===== config.mk =====
export PLATFORM = sky130hd
export DESIGN_NAME = uart_tx_arbiter
export DESIGN_NICKNAME = d
export VERILOG_FILES = /design/src/rtl/uart_tx_arbiter.sv
export SDC_FILE = /design/constraint.sdc
export NUM_CORES = 1
export LEC_CHECK = 0
export CORE_ASPECT_RATIO = 0.5
export CORE_UTILIZATION = 43
export DETAILED_ROUTE_END_ITERATION = 8
export GPL_ROUTABILITY_DRIVEN = 0
export GPL_TIMING_DRIVEN = 1
export HOLD_SLACK_MARGIN = 0.06
export PLACE_DENSITY = 0.79
export RECOVER_POWER = 50
export SETUP_SLACK_MARGIN = 0.1
export SYNTH_ARGS = -nofsm -noshare
export SYNTH_HDL_FRONTEND = slang
export SYNTH_SLANG_ARGS = --single-unit

===== constraint.sdc =====
create_clock -name clk -period 1.8 [get_ports clk]
set_input_delay 0.36 -clock clk [delete_from_list [all_inputs] [get_ports clk]]
set_output_delay 0.36 -clock clk [all_outputs]
set_load 0.1 [all_outputs]

===== src/rtl/uart_tx_arbiter.sv =====
// uart_tx_arbiter: round-robin scheduler sharing one uarttx among N_REQ
// byte producers, with start-bit handshake, done_tx edge detect and timeout.
module uart_tx_arbiter #(
    parameter int N_REQ          = 4,
    parameter int TIMEOUT_CYCLES = 2048,
    parameter int GAP_CYCLES     = 0
) (
    input  logic               clk,
    input  logic               rst,
    input  logic [N_REQ-1:0]   req,
    input  logic [8*N_REQ-1:0] req_data,
    output logic [N_REQ-1:0]   gnt,
    output logic [N_REQ-1:0]   done,
    output logic               err,
    output logic               busy,
    output logic               uart_newd,
    output logic [7:0]         uart_data,
    input  logic               uart_tx,
    input  logic               uart_done_tx
);
    localparam int RW   = (N_REQ > 1) ? $clog2(N_REQ) : 1;
    localparam int CMAX = (TIMEOUT_CYCLES > GAP_CYCLES) ? TIMEOUT_CYCLES : GAP_CYCLES;
    localparam int CW   = $clog2(CMAX + 1);

    typedef enum logic [1:0] {IDLE, LAUNCH, WAIT_DONE, GAP} state_e;

    state_e           state_q;
    logic [RW-1:0]    rr_q;
    logic [RW-1:0]    win_q;
    logic [RW-1:0]    win_d;
    logic [RW-1:0]    rr_d;
    logic             found_d;
    logic [CW-1:0]    cnt_q;
    logic             dtx_q;
    logic [N_REQ-1:0] gnt_q;
    logic [N_REQ-1:0] done_q;
    logic             err_q;
    logic             newd_q;
    logic [7:0]       data_q;
    logic             tmo;
    logic             dtx_rise;

    assign tmo      = (cnt_q == CW'(TIMEOUT_CYCLES - 1));
    assign dtx_rise = uart_done_tx & ~dtx_q;

    // first requester at or above the rr pointer, wrapping around
    always_comb begin
        win_d   = '0;
        found_d = 1'b0;
        for (int i = 0; i < N_REQ; i++) begin
            int j;
            j = int'(rr_q) + i;
            if (j >= N_REQ) j = j - N_REQ;
            if (!found_d && req[j]) begin
                found_d = 1'b1;
                win_d   = RW'(j);
            end
        end
    end

    assign rr_d = (win_d == RW'(N_REQ - 1)) ? '0 : win_d + 1'b1;

    always_ff @(posedge clk or negedge rst) begin
        if (!rst) begin
            state_q <= IDLE;
            rr_q    <= '0;
            win_q   <= '0;
            cnt_q   <= '0;
            dtx_q   <= 1'b0;
            gnt_q   <= '0;
            done_q  <= '0;
            err_q   <= 1'b0;
            newd_q  <= 1'b0;
            data_q  <= 8'h00;
        end else begin
            dtx_q  <= uart_done_tx;
            gnt_q  <= '0;
            done_q <= '0;
            err_q  <= 1'b0;
            unique case (state_q)
                IDLE: begin
                    if (found_d) begin
                        win_q        <= win_d;
                        rr_q         <= rr_d;
                        gnt_q[win_d] <= 1'b1;
                        newd_q       <= 1'b1;
                        data_q       <= req_data[8*win_d +: 8];
                        cnt_q        <= '0;
                        state_q      <= LAUNCH;
                    end
                end
                LAUNCH, WAIT_DONE: begin
                    cnt_q <= cnt_q + 1'b1;
                    if (tmo) begin
                        done_q[win_q] <= 1'b1;
                        err_q         <= 1'b1;
                        newd_q        <= 1'b0;
                        cnt_q         <= '0;
                        state_q       <= (GAP_CYCLES == 0) ? IDLE : GAP;
                    end else if (state_q == LAUNCH && !uart_tx) begin
                        newd_q  <= 1'b0;
                        state_q <= WAIT_DONE;
                    end else if (state_q == WAIT_DONE && dtx_rise) begin
                        done_q[win_q] <= 1'b1;
                        cnt_q         <= '0;
                        state_q       <= (GAP_CYCLES == 0) ? IDLE : GAP;
                    end
                end
                GAP: begin
                    cnt_q <= cnt_q + 1'b1;
                    if (cnt_q == CW'(GAP_CYCLES - 1)) state_q <= IDLE;
                end
                default: state_q <= IDLE;
            endcase
        end
    end

    assign gnt       = gnt_q;
    assign done      = done_q;
    assign err       = err_q;
    assign busy      = (state_q != IDLE);
    assign uart_newd = newd_q;
    assign uart_data = data_q;
endmodule


==> flow_summary.ini, run 1 <==
[logic_synthesis]
synth_top_family_by_area = simple AND/OR/NAND/NOR gates
yosysTopAreaCellShare = 0.445
syn_inst = 213
seq_area_frac_synth = 0.445
synth-edff-count = 0
ys_ff_latch = 37
synthFlopType = dfrtp_1
synth_mux_area_frac = 0.0481
synth_compound_area_frac = 0.187
ys_types = 43
synth_fp_nets = 262
synth_area_per_cell_sq_um = 9.76
async_flop_share = 1.00
synth_xor_area_frac = 0.00842
yosys_warnings = 0
synth-simple-area-share = 0.215
synth_fa_ha_area_frac = 0.0542
synth_top_cell_by_area = dfrtp_1
synth_area_sq_um = 2080
synthTopCellsByArea = dfrtp_1, a211oi_1, ha_1

[timing]
finalClockSkew_ns = 0.00951
period_share = 1.02
slew_viol_final = 0
worst_pin_slew_ns = 0.925
timing.fmax_mhz = 543
hold_viol = 0
finalSetupViolations = 6
fin_ws_ns = -0.0411
max-slew-margin-rel = 0.384
period_minus_slack_ns = 1.84
hold_slack_ns = 0.272
grt_setup_unrepaired = true

[detailed_routing]
ant_nets = 0
viasPerCell = 5.63
post-route-drc-count = 0
drtIter0Drc = 118
wire_per_inst_um = 17.8
via_count = 2200
first_pass_iters = 4
drt-total-wl_um = 6940

[power]
p_leak_nw = 1.62
peakVddDrop_mv = 1.19
power.density_nw_per_um2 = 1660

[critical_path]
worstSetupPathType = reg2reg
endpoint_kind = flip-flop
crit_fanout = 6
r2r_slack_ns = -0.04
rr_endpoint = cnt_q[11]$_DFFE_PN0P_
start_kind = flip-flop
worst-endpoint-required_ns = 2.02
worst_ep_arrival_time_ns = 2.06
cp-endpoint = cnt_q[11]$_DFFE_PN0P_
crit_path_start = state_q[0]$_DFFE_PN0P_
worst_r2r_startpoint = state_q[0]$_DFFE_PN0P_
r2r_cells = 9

[die]
row_count = 17
fp.dieH_um = 51.2
die_area_sq_um = 5140
pin_count = 59
initial_utilization = 0.461
die_w_um = 100
coreArea_sq_um = 4510

[cts]
path_clk_slew_ns = 0.08
cts.sinks = 37
h-tree-depth = 2
worstSkewPairLatency_ns = 0.30
tritoncts = yes
clk_path_buf_depth = 2
clockRootBuffer = clkbuf_8
numCtsBuffers = 5

[grt]
grt_pass1_wl_um = 9630
grt-ovfl-total = 0
grt_pass1_vias = 2096
grt_max_degree = 38
antenna_found_initial = 0
track_usage = 0.248

[outcome]
violations = negative setup slack
status = finished, violations left

[finish]
synthToLayoutAreaGrowth_pct = 75.8
final_util = 0.810
regArea_sq_um = 930
fillerInstances = 248
diodes = 0
drive_gt1_frac = 0.391
multi_input_area_sq_um = 1320
finalNetCount = 373

[min_path]
hp-class = in2async

[place]
portBuffers = 58
post-dp-hpwl_um = 3990

[flow_run]
maxCapViolCount = 0
synthesized netlist by cell type (all sizes together), types with 6 or more instances:
master	instances
nor3	10
and2	6
a31oi	8
nand3	6
dfrtp	37
nand2	21
nor2	19
ha	9
o21ai	10
inv	10
a211oi	16
mux2i	10
a21oi	9
cell families (layout without fill, tap and decap cells):
| kind of cell | Yosys count | in the layout |
|---|---|---|
| fa+ha+maj | 9 | 9 |
| xor+xnor | 2 | 2 |
| mux | 10 | 10 |
| simple gates | 83 | 83 |
| buf+inv | 16 | 127 |
| compound gates | 56 | 57 |
| flops | 37 | 37 |
report_power, final:
part | switching, mW | internal [mW] | total (mW)
combinational | 2.38 | 1.80 | 4.18
sequential | 0.269 | 1.05 | 1.32
clock | 0.311 | 0.269 | 0.580
layer usage:
metal | track usage | wire, um | vias to the layer above | part of all wire
li1 | - | - | 1005 | -
met2 | 0.451 | 3550 | 90 | 0.51
met1 | 0.292 | 2730 | 1082 | 0.39
met5 | 0 | 0 | - | 0
met3 | 0.0547 | 432 | 23 | 0.062
met4 | 0.0942 | 231 | 0 | 0.033
final cells by class:
cell class / count / area share
multi-input cells: 161 / 0.360
repair buffers: 108 / 0.322
flip-flops and latches: 37 / 0.254
well taps: 66 / 0.0226
clock buffers: 6 / 0.0199
inverters: 10 / 0.0154
repair inverters: 1 / 0.00308
clock inverters: 2 / 0.00274
sequential cells by signal, summed over array words and instances (netlist names):
name and cells:
cnt_q 12, done 4, win_q 2, uart_newd 1, rr_q 2, err 1
gnt 4, dtx_q 1, state_q 2, uart_data 8
worst min path at each step:
stage,end,slack [ns],cells after the start
after CTS,gnt[2]$_DFF_PN0_,0.11,2
after global routing,uart_data[7]$_DFFE_PN0P_,0.37,2
after global placement,uart_data[0]$_DFFE_PN0P_,0.42,2
after detailed placement,uart_data[0]$_DFFE_PN0P_,0.43,2
after floorplan,cnt_q[0]$_DFFE_PN0P_,0.06,0
final,uart_data[7]$_DFFE_PN0P_,0.27,2
worst max-delay path: stages, from the launching register on:
cell     delay, ns
dfrtp_1       0.40
inv_2         0.06
buf_4         0.14
ha_4          0.28
nand2_2       0.08
o32ai_4       0.26
buf_6         0.15
buf_6         0.11
o31ai_1       0.09
a31oi_1       0.19
placed cells by master, fill, tap and decap left out, drive strengths merged, types with 2 or more instances in the layout:
master | Yosys | layout
and3 | 4 | 4
a31oi | 8 | 8
dlygate4sd2 | 0 | 2
clkinv | 0 | 2
o21ai | 10 | 10
inv | 10 | 10
nor3 | 10 | 10
buf | 4 | 69
and2 | 6 | 6
dfrtp | 37 | 37
nand3 | 6 | 6
ha | 9 | 9
o221ai | 1 | 2
nand3b | 4 | 4
a211oi | 16 | 16
nand4 | 2 | 2
nor3b | 2 | 2
clkbuf | 2 | 7
a22o | 4 | 4
nand2b | 3 | 3
nor2b | 2 | 2
clkdlybuf4s50 | 0 | 34
nor2 | 19 | 19
nand2 | 21 | 21
mux2i | 10 | 10
a21oi | 9 | 9
nor4 | 3 | 3
metrics by stage:
stage	area, sq um	cells	total power [mW]	TNS, ns	worst slack (ns)
after detailed placement	3160	355	4.63	-5.79	-0.374
after CTS	3460	378	5.51	0	0.0553
after floorplan	2180	213	3.42	-3.49	-0.221
after global routing	3650	391	6.33	-1.09	-0.0858
after global placement	3160	355	4.51	-3.88	-0.298
final	3650	391	6.08	-0.128	-0.0411
repair_timing:
item | 4_1_cts | 5_1_grt
gates resized for setup | 28 | 21
hold buffers | 0 | 0
endpoints found under the setup margin | 28 | 31
endpoints found under the hold margin | 0 | 0
gates cloned | 1 | 2
buffers inserted | 14 | 11
pin swaps | 8 | 10
Power figures use the tool's default switching activity.
==> inputs of run 2 (changes only) <==
Settings changed: ABC_AREA set to 1, CORE_UTILIZATION 43 to 45.
==> run 2 against run 1 <==
The run still ends with negative setup slack left; die area increased by 12%; critical endpoint is now uart_data[0]$_DFFE_PN0P_; highest routed layer unchanged; clock skew down 0.00057 ns; via count rose by 39%.
==> flow_summary.ini, run 2 <==
[outcome]
status = finished, violations left
violations = negative setup slack

[critical_path]
crit_family = simple AND/OR/NAND/NOR gates
slowest_stage = dfrtp_2
worst-endpoint-required_ns = 1.99
worstSetupPathType = reg2reg
crit_buf_inv = 4
worst_ep_arrival_time_ns = 2.31
max_stage_delay_ns = 0.43
worst_r2r_startpoint = rr_q[0]$_DFFE_PN0P_
start_kind = flip-flop
path_cells = buf_12, inv_8, buf_6, nand2_1, nand2_1, nand2_1, nand2_1, nand2_2, nand2_1, nand2_2, nand3_4, buf_6, nand2_2, nand3_1, nand2_1, nand2_2, nand2_1
crit_path_start = rr_q[0]$_DFFE_PN0P_
crit_fanout = 6
endpoint_kind = flip-flop
crit_path_frequent_cell = nand2_1

[grt]
antenna_found_initial = 0
grt_max_degree = 22
grt_pass1_vias = 2717
track_usage = 0.287
grt_pass1_wl_um = 12600
grt-ovfl-total = 0

[die]
die_area_sq_um = 5780
coreArea_sq_um = 5090
initial_utilization = 0.483
row_count = 18
die_w_um = 106
pin_count = 59
fp.dieH_um = 54.2

[finish]
final_common_cell = nand2_1
drive_gt1_frac = 0.402
layout_common_cells = nand2_1, inv_1, nand2_2, buf_4, clkdlybuf4s50_1
final_area_sq_um = 4290
finalNetCount = 519
largest-register = cnt_q
diodes = 0
synthToLayoutAreaGrowth_pct = 74.7
fin_cells = 540
largest_register_ffs = 12

[timing]
period_share = 1.18
slew_viol_final = 0
finalSetupViolations = 35
worst_pin_slew_ns = 0.540
timing.fmax_mhz = 471
grt_setup_unrepaired = true
fin_ws_ns = -0.325
hold_viol = 0
period_minus_slack_ns = 2.12
max-slew-margin-rel = 0.640
finalClockSkew_ns = 0.00894

[logic_synthesis]
ys_types = 26
ys_ff_latch = 37
synth.most_common_cell = nand2_1
synthFlopType = dfrtp_1
seq_area_frac_synth = 0.377
synthTopCellsByCount = nand2_1, inv_1, dfrtp_1
synth_top_cell_by_area = dfrtp_1
syn_inst = 358
yosysTopAreaCellShare = 0.377
synthTopCellsByArea = dfrtp_1, nand2_1, inv_1
synth_fp_nets = 407
yosys_warnings = 0
synth_area_sq_um = 2460
async_flop_share = 1.00
synth-edff-count = 0
synth_area_per_cell_sq_um = 6.86

[cts]
clk_path_buf_depth = 2
path_clk_slew_ns = 0.08
clockRootBuffer = clkbuf_8
tritoncts = yes
hold_buffers = 0
h-tree-depth = 2
numCtsBuffers = 5
worstSkewPairLatency_ns = 0.30
cts.sinks = 37

[min_path]
hp-class = in2async

[place]
portBuffers = 58
place_area_sq_um = 3590
place_inst = 510
post-dp-hpwl_um = 4970

[detailed_routing]
drtIter0Drc = 290
first_pass_iters = 5
wire_per_inst_um = 18.1
via_count = 3053
ant_nets = 0
drt-total-wl_um = 9750
post-route-drc-count = 0
viasPerCell = 5.65

[flow_run]
maxCapViolCount = 0
==> run 2: cell types whose count changed in the layout (fill, tap and decap cells not counted), sizes merged, moves of 5 or more <==
cell and change:
a211oi -16, nor2 +5, mux2i -10, nand3 +28, o211ai +5, nand2 +112, a21oi -5, nand4 +20
nor3 -10, a31oi -8, inv +55, and2 -6
==> run 2: worst reg2reg max path: cells and delay by family, from the launching register on <==
family | cells | cell delay [ns]
buf+inv | 4 | 0.48
flops | 1 | 0.43
simple gates | 13 | 1.12
==> run 2: cell type report <==
class	count	area (sq um)
multi-input combinational	245	1620
sequential	37	928
tap	70	87.6
timing repair buffer	113	1270
clock inverter	2	35.0
timing repair inverter	1	7.51
clock buffer	5	68.8
fill	249	798
inverter	67	275
==> run 2: path summary, 6_finish.rpt <==
path                                             to  slack [ns]  depth (start not counted)
min in group clk               cnt_q[6]$_DFFE_PN0P_        0.51                          2
min reg2reg                    cnt_q[6]$_DFFE_PN0P_        0.51                          2
max reg2reg                uart_data[0]$_DFFE_PN0P_       -0.32                         17
max                        uart_data[0]$_DFFE_PN0P_       -0.32                         17
min                        uart_data[2]$_DFFE_PN0P_        0.46                          1
max in group asynchronous     cnt_q[10]$_DFFE_PN0P_        0.44                          2
==> run 2: cells by family (layout without fill, tap and decap cells) <==
logic type | after synthesis | in the layout | share of synthesized area
flops | 37 | 37 | 0.377
fa+ha+maj | 9 | 9 | 0.0458
simple gates | 214 | 214 | 0.394
compound gates | 21 | 22 | 0.0525
buf+inv | 77 | 188 | 0.130
==> run 2: what timing repair did <==
| item | 4_1_cts | 5_1_grt |
|---|---|---|
| resized for setup | 67 | 50 |
| endpoints found under the setup margin | 33 | 37 |
| pin swaps | 19 | 26 |
| gates cloned | 3 | 0 |
| buffers inserted | 17 | 3 |
==> run 2: metal layers <==
| layer | vias to the layer above | global-route usage | wire, um | share of wire |
|---|---|---|---|---|
| met5 | - | 0 | 0 | 0 |
| met3 | 60 | 0.0631 | 715 | 0.073 |
| met1 | 1419 | 0.328 | 3660 | 0.37 |
| met4 | 0 | 0.103 | 474 | 0.049 |
| li1 | 1350 | - | - | - |
| met2 | 224 | 0.553 | 4900 | 0.50 |
==> run 2: through the flow <==
step	setup TNS [ns]	setup slack, ns	util	hold WS [ns]
3_3_place_gp	-7.13	-0.270	0.706	0.438
4_1_cts	-0.896	-0.103	0.807	0.435
5_1_grt	-9.73	-0.423	0.843	0.476
2_1_floorplan	0	0.0172	-	0.0644
3_5_place_dp	-10.11	-0.395	0.706	0.461
6_report	-6.42	-0.325	0.843	0.457
Power of run 2 is not shown: default switching activity piles up to over one toggle a cycle in this logic, so the estimate is an artifact.
==> inputs of run 3 (changes only) <==
Settings changed: SETUP_SLACK_MARGIN 0.1 to not set.
==> run 3 against run 2 <==
The flow still finishes with violations (negative setup slack); sequential cell count did not move; design area fell by 3.2%; cell count fell by 0.93%; first-iteration DRC count fell by 24%; hold slack improved by 0.031 ns; global-route usage fell by 2.0 points; via count fell by 2.8%; routed wire length fell by 8.0%; clock skew fell by 0.0044 ns; register-to-register slack improved by 0.04 ns; non-clock buffer count fell by 6; critical endpoint is now uart_data[1]$_DFFE_PN0P_; sequential share of layout area rose by 0.71 points.
==> flow_summary.ini, run 3 (synthesis results as in run 2) <==
[outcome]
status = finished, violations left
violations = negative setup slack

[cts]
worstSkewPairLatency_ns = 0.30
path_clk_slew_ns = 0.07
numCtsBuffers = 5
cts.sinks = 37
h-tree-depth = 2
clk_path_buf_depth = 2
clockRootBuffer = clkbuf_8
tritoncts = yes

[detailed_routing]
drtIter0Drc = 220
viasPerCell = 5.54
drt-total-wl_um = 8970
ant_nets = 0
via_count = 2966
wire_per_inst_um = 16.8
post-route-drc-count = 0
first_pass_iters = 5

[finish]
layout_common_cells = nand2_1, inv_1, clkdlybuf4s50_1, buf_4, dfrtp_1
final_util = 0.816
fillerInstances = 298
synthToLayoutAreaGrowth_pct = 69.2
diodes = 0
largest_register_ffs = 12
final_common_cell = nand2_1
regArea_sq_um = 928
drive_gt1_frac = 0.361
final_area_sq_um = 4160
finalNetCount = 513
largest-register = cnt_q
multi_input_area_sq_um = 1560
fin_cells = 535

[timing]
timing.fmax_mhz = 476
finalClockSkew_ns = 0.00453
worst_pin_slew_ns = 0.918
fin_ws_ns = -0.302
slew_viol_final = 0
finalSetupViolations = 31
period_share = 1.17
period_minus_slack_ns = 2.10
max-slew-margin-rel = 0.388
grt_setup_unrepaired = true
hold_viol = 0

[place]
place_inst = 509
portBuffers = 58
place_area_sq_um = 3530
post-dp-hpwl_um = 4980

[die]
row_count = 18
pin_count = 59
initial_utilization = 0.483
die_w_um = 106
coreArea_sq_um = 5090
die_area_sq_um = 5780
fp.dieH_um = 54.2

[critical_path]
crit_fanout = 4
max_stage_delay_ns = 0.53
start_kind = input pin
worst-endpoint-required_ns = 1.98
crit_path_frequent_cell = nand2_2
slowest_stage = clkdlybuf4s50_1
worstSetupPathType = in2reg
endpoint_kind = flip-flop
crit_family = simple AND/OR/NAND/NOR gates
path_cells = clkdlybuf4s50_1, inv_1, nand2_1, nand3_1, nand2_2, nand2_2, nand2_2, nand2_4, nand3_4, inv_4, buf_6, nand2_2, nand2_1, nand3_2, nand3_1
crit_buf_inv = 4
worst_ep_arrival_time_ns = 2.28

[grt]
grt_pass1_wl_um = 11800
grt-ovfl-total = 0
grt_pass1_vias = 2732
grt_max_degree = 38
track_usage = 0.267
antenna_found_initial = 0

[min_path]
hp-class = reg2reg

[flow_run]
maxCapViolCount = 0
==> run 3: changes by cell type in the layout (fill, tap and decap cells not counted), moves of 2 or more <==
| cell | previous run | this run |
|---|---|---|
| nand3_1 | 6 | 10 |
| nand2_1 | 88 | 95 |
| nand2_2 | 38 | 31 |
| buf_6 | 12 | 9 |
| buf_4 | 38 | 36 |
| nand3_2 | 22 | 17 |
| inv_8 | 2 | 0 |
| clkinv_2 | 1 | 3 |
| nor2_2 | 2 | 4 |
| a21oi_2 | 2 | 0 |
| o21ai_1 | 2 | 4 |
| nor2_4 | 7 | 4 |
| a21oi_1 | 2 | 4 |
| inv_2 | 8 | 6 |
==> run 3: worst paths after layout <==
check / startpoint / endpoint / slack, ns / cells after the start
worst max-delay path: req[3] / uart_data[1]$_DFFE_PN0P_ / -0.30 / 15
worst min-delay path: win_q[1]$_DFFE_PN0P_ / done[1]$_DFF_PN0_ / 0.49 / 1
worst max register to register: rr_q[0]$_DFFE_PN0P_ / uart_data[1]$_DFFE_PN0P_ / -0.28 / 15
worst min register to register: win_q[1]$_DFFE_PN0P_ / done[1]$_DFF_PN0_ / 0.49 / 1
max in group asynchronous: rst / rr_q[0]$_DFFE_PN0P_ / 0.45 / 2
min in group asynchronous: rst / rr_q[1]$_DFFE_PN0P_ / 0.73 / 2
==> run 3: metal layers <==
layer | share of wire | GRT usage
met1 | 0.37 | 0.297
met2 | 0.49 | 0.502
met3 | 0.080 | 0.0524
met4 | 0.055 | 0.162
met5 | 0 | 0
==> run 3: layout make-up <==
cell class,count,area share
multi-input cells,245,0.376
repair buffers,107,0.292
flip-flops and latches,37,0.223
inverters,67,0.0647
well taps,70,0.0211
clock buffers,5,0.0166
clock inverters,3,0.00422
repair inverters,1,0.00181
==> run 3: per-stage QoR <==
step	hold slack [ns]	setup TNS (ns)	setup WS, ns
after floorplan	0.0644	0	0.000420
after global placement	0.439	-8.07	-0.327
after detailed placement	0.450	-10.63	-0.427
after CTS	0.462	-0.858	-0.0728
after global routing	0.508	-7.69	-0.387
final	0.488	-4.46	-0.302
==> run 3: worst reg2reg max path, stage by stage (launching register included) <==
cell      delay (ns)
dfrtp_2         0.46
clkinv_4        0.10
buf_6           0.15
nand2_1         0.06
nand2_1         0.06
nand2_1         0.10
nand2_2         0.07
nand2_2         0.09
nand2_2         0.08
nand2_4         0.08
nand3_4         0.15
buf_16          0.18
nand2_1         0.06
nand2_1         0.10
nand3_2         0.12
nand3_1         0.09
==> run 3: what timing repair did <==
action | 4_1_cts | 5_1_grt
pin swaps | 28 | 33
setup buffers | 9 | 6
hold buffers | 0 | 0
hold endpoints to repair | 0 | 0
setup endpoints to repair | 32 | 37
resized for setup | 48 | 62
cloned | 2 | 1
Power of run 3 is left out for the same reason.
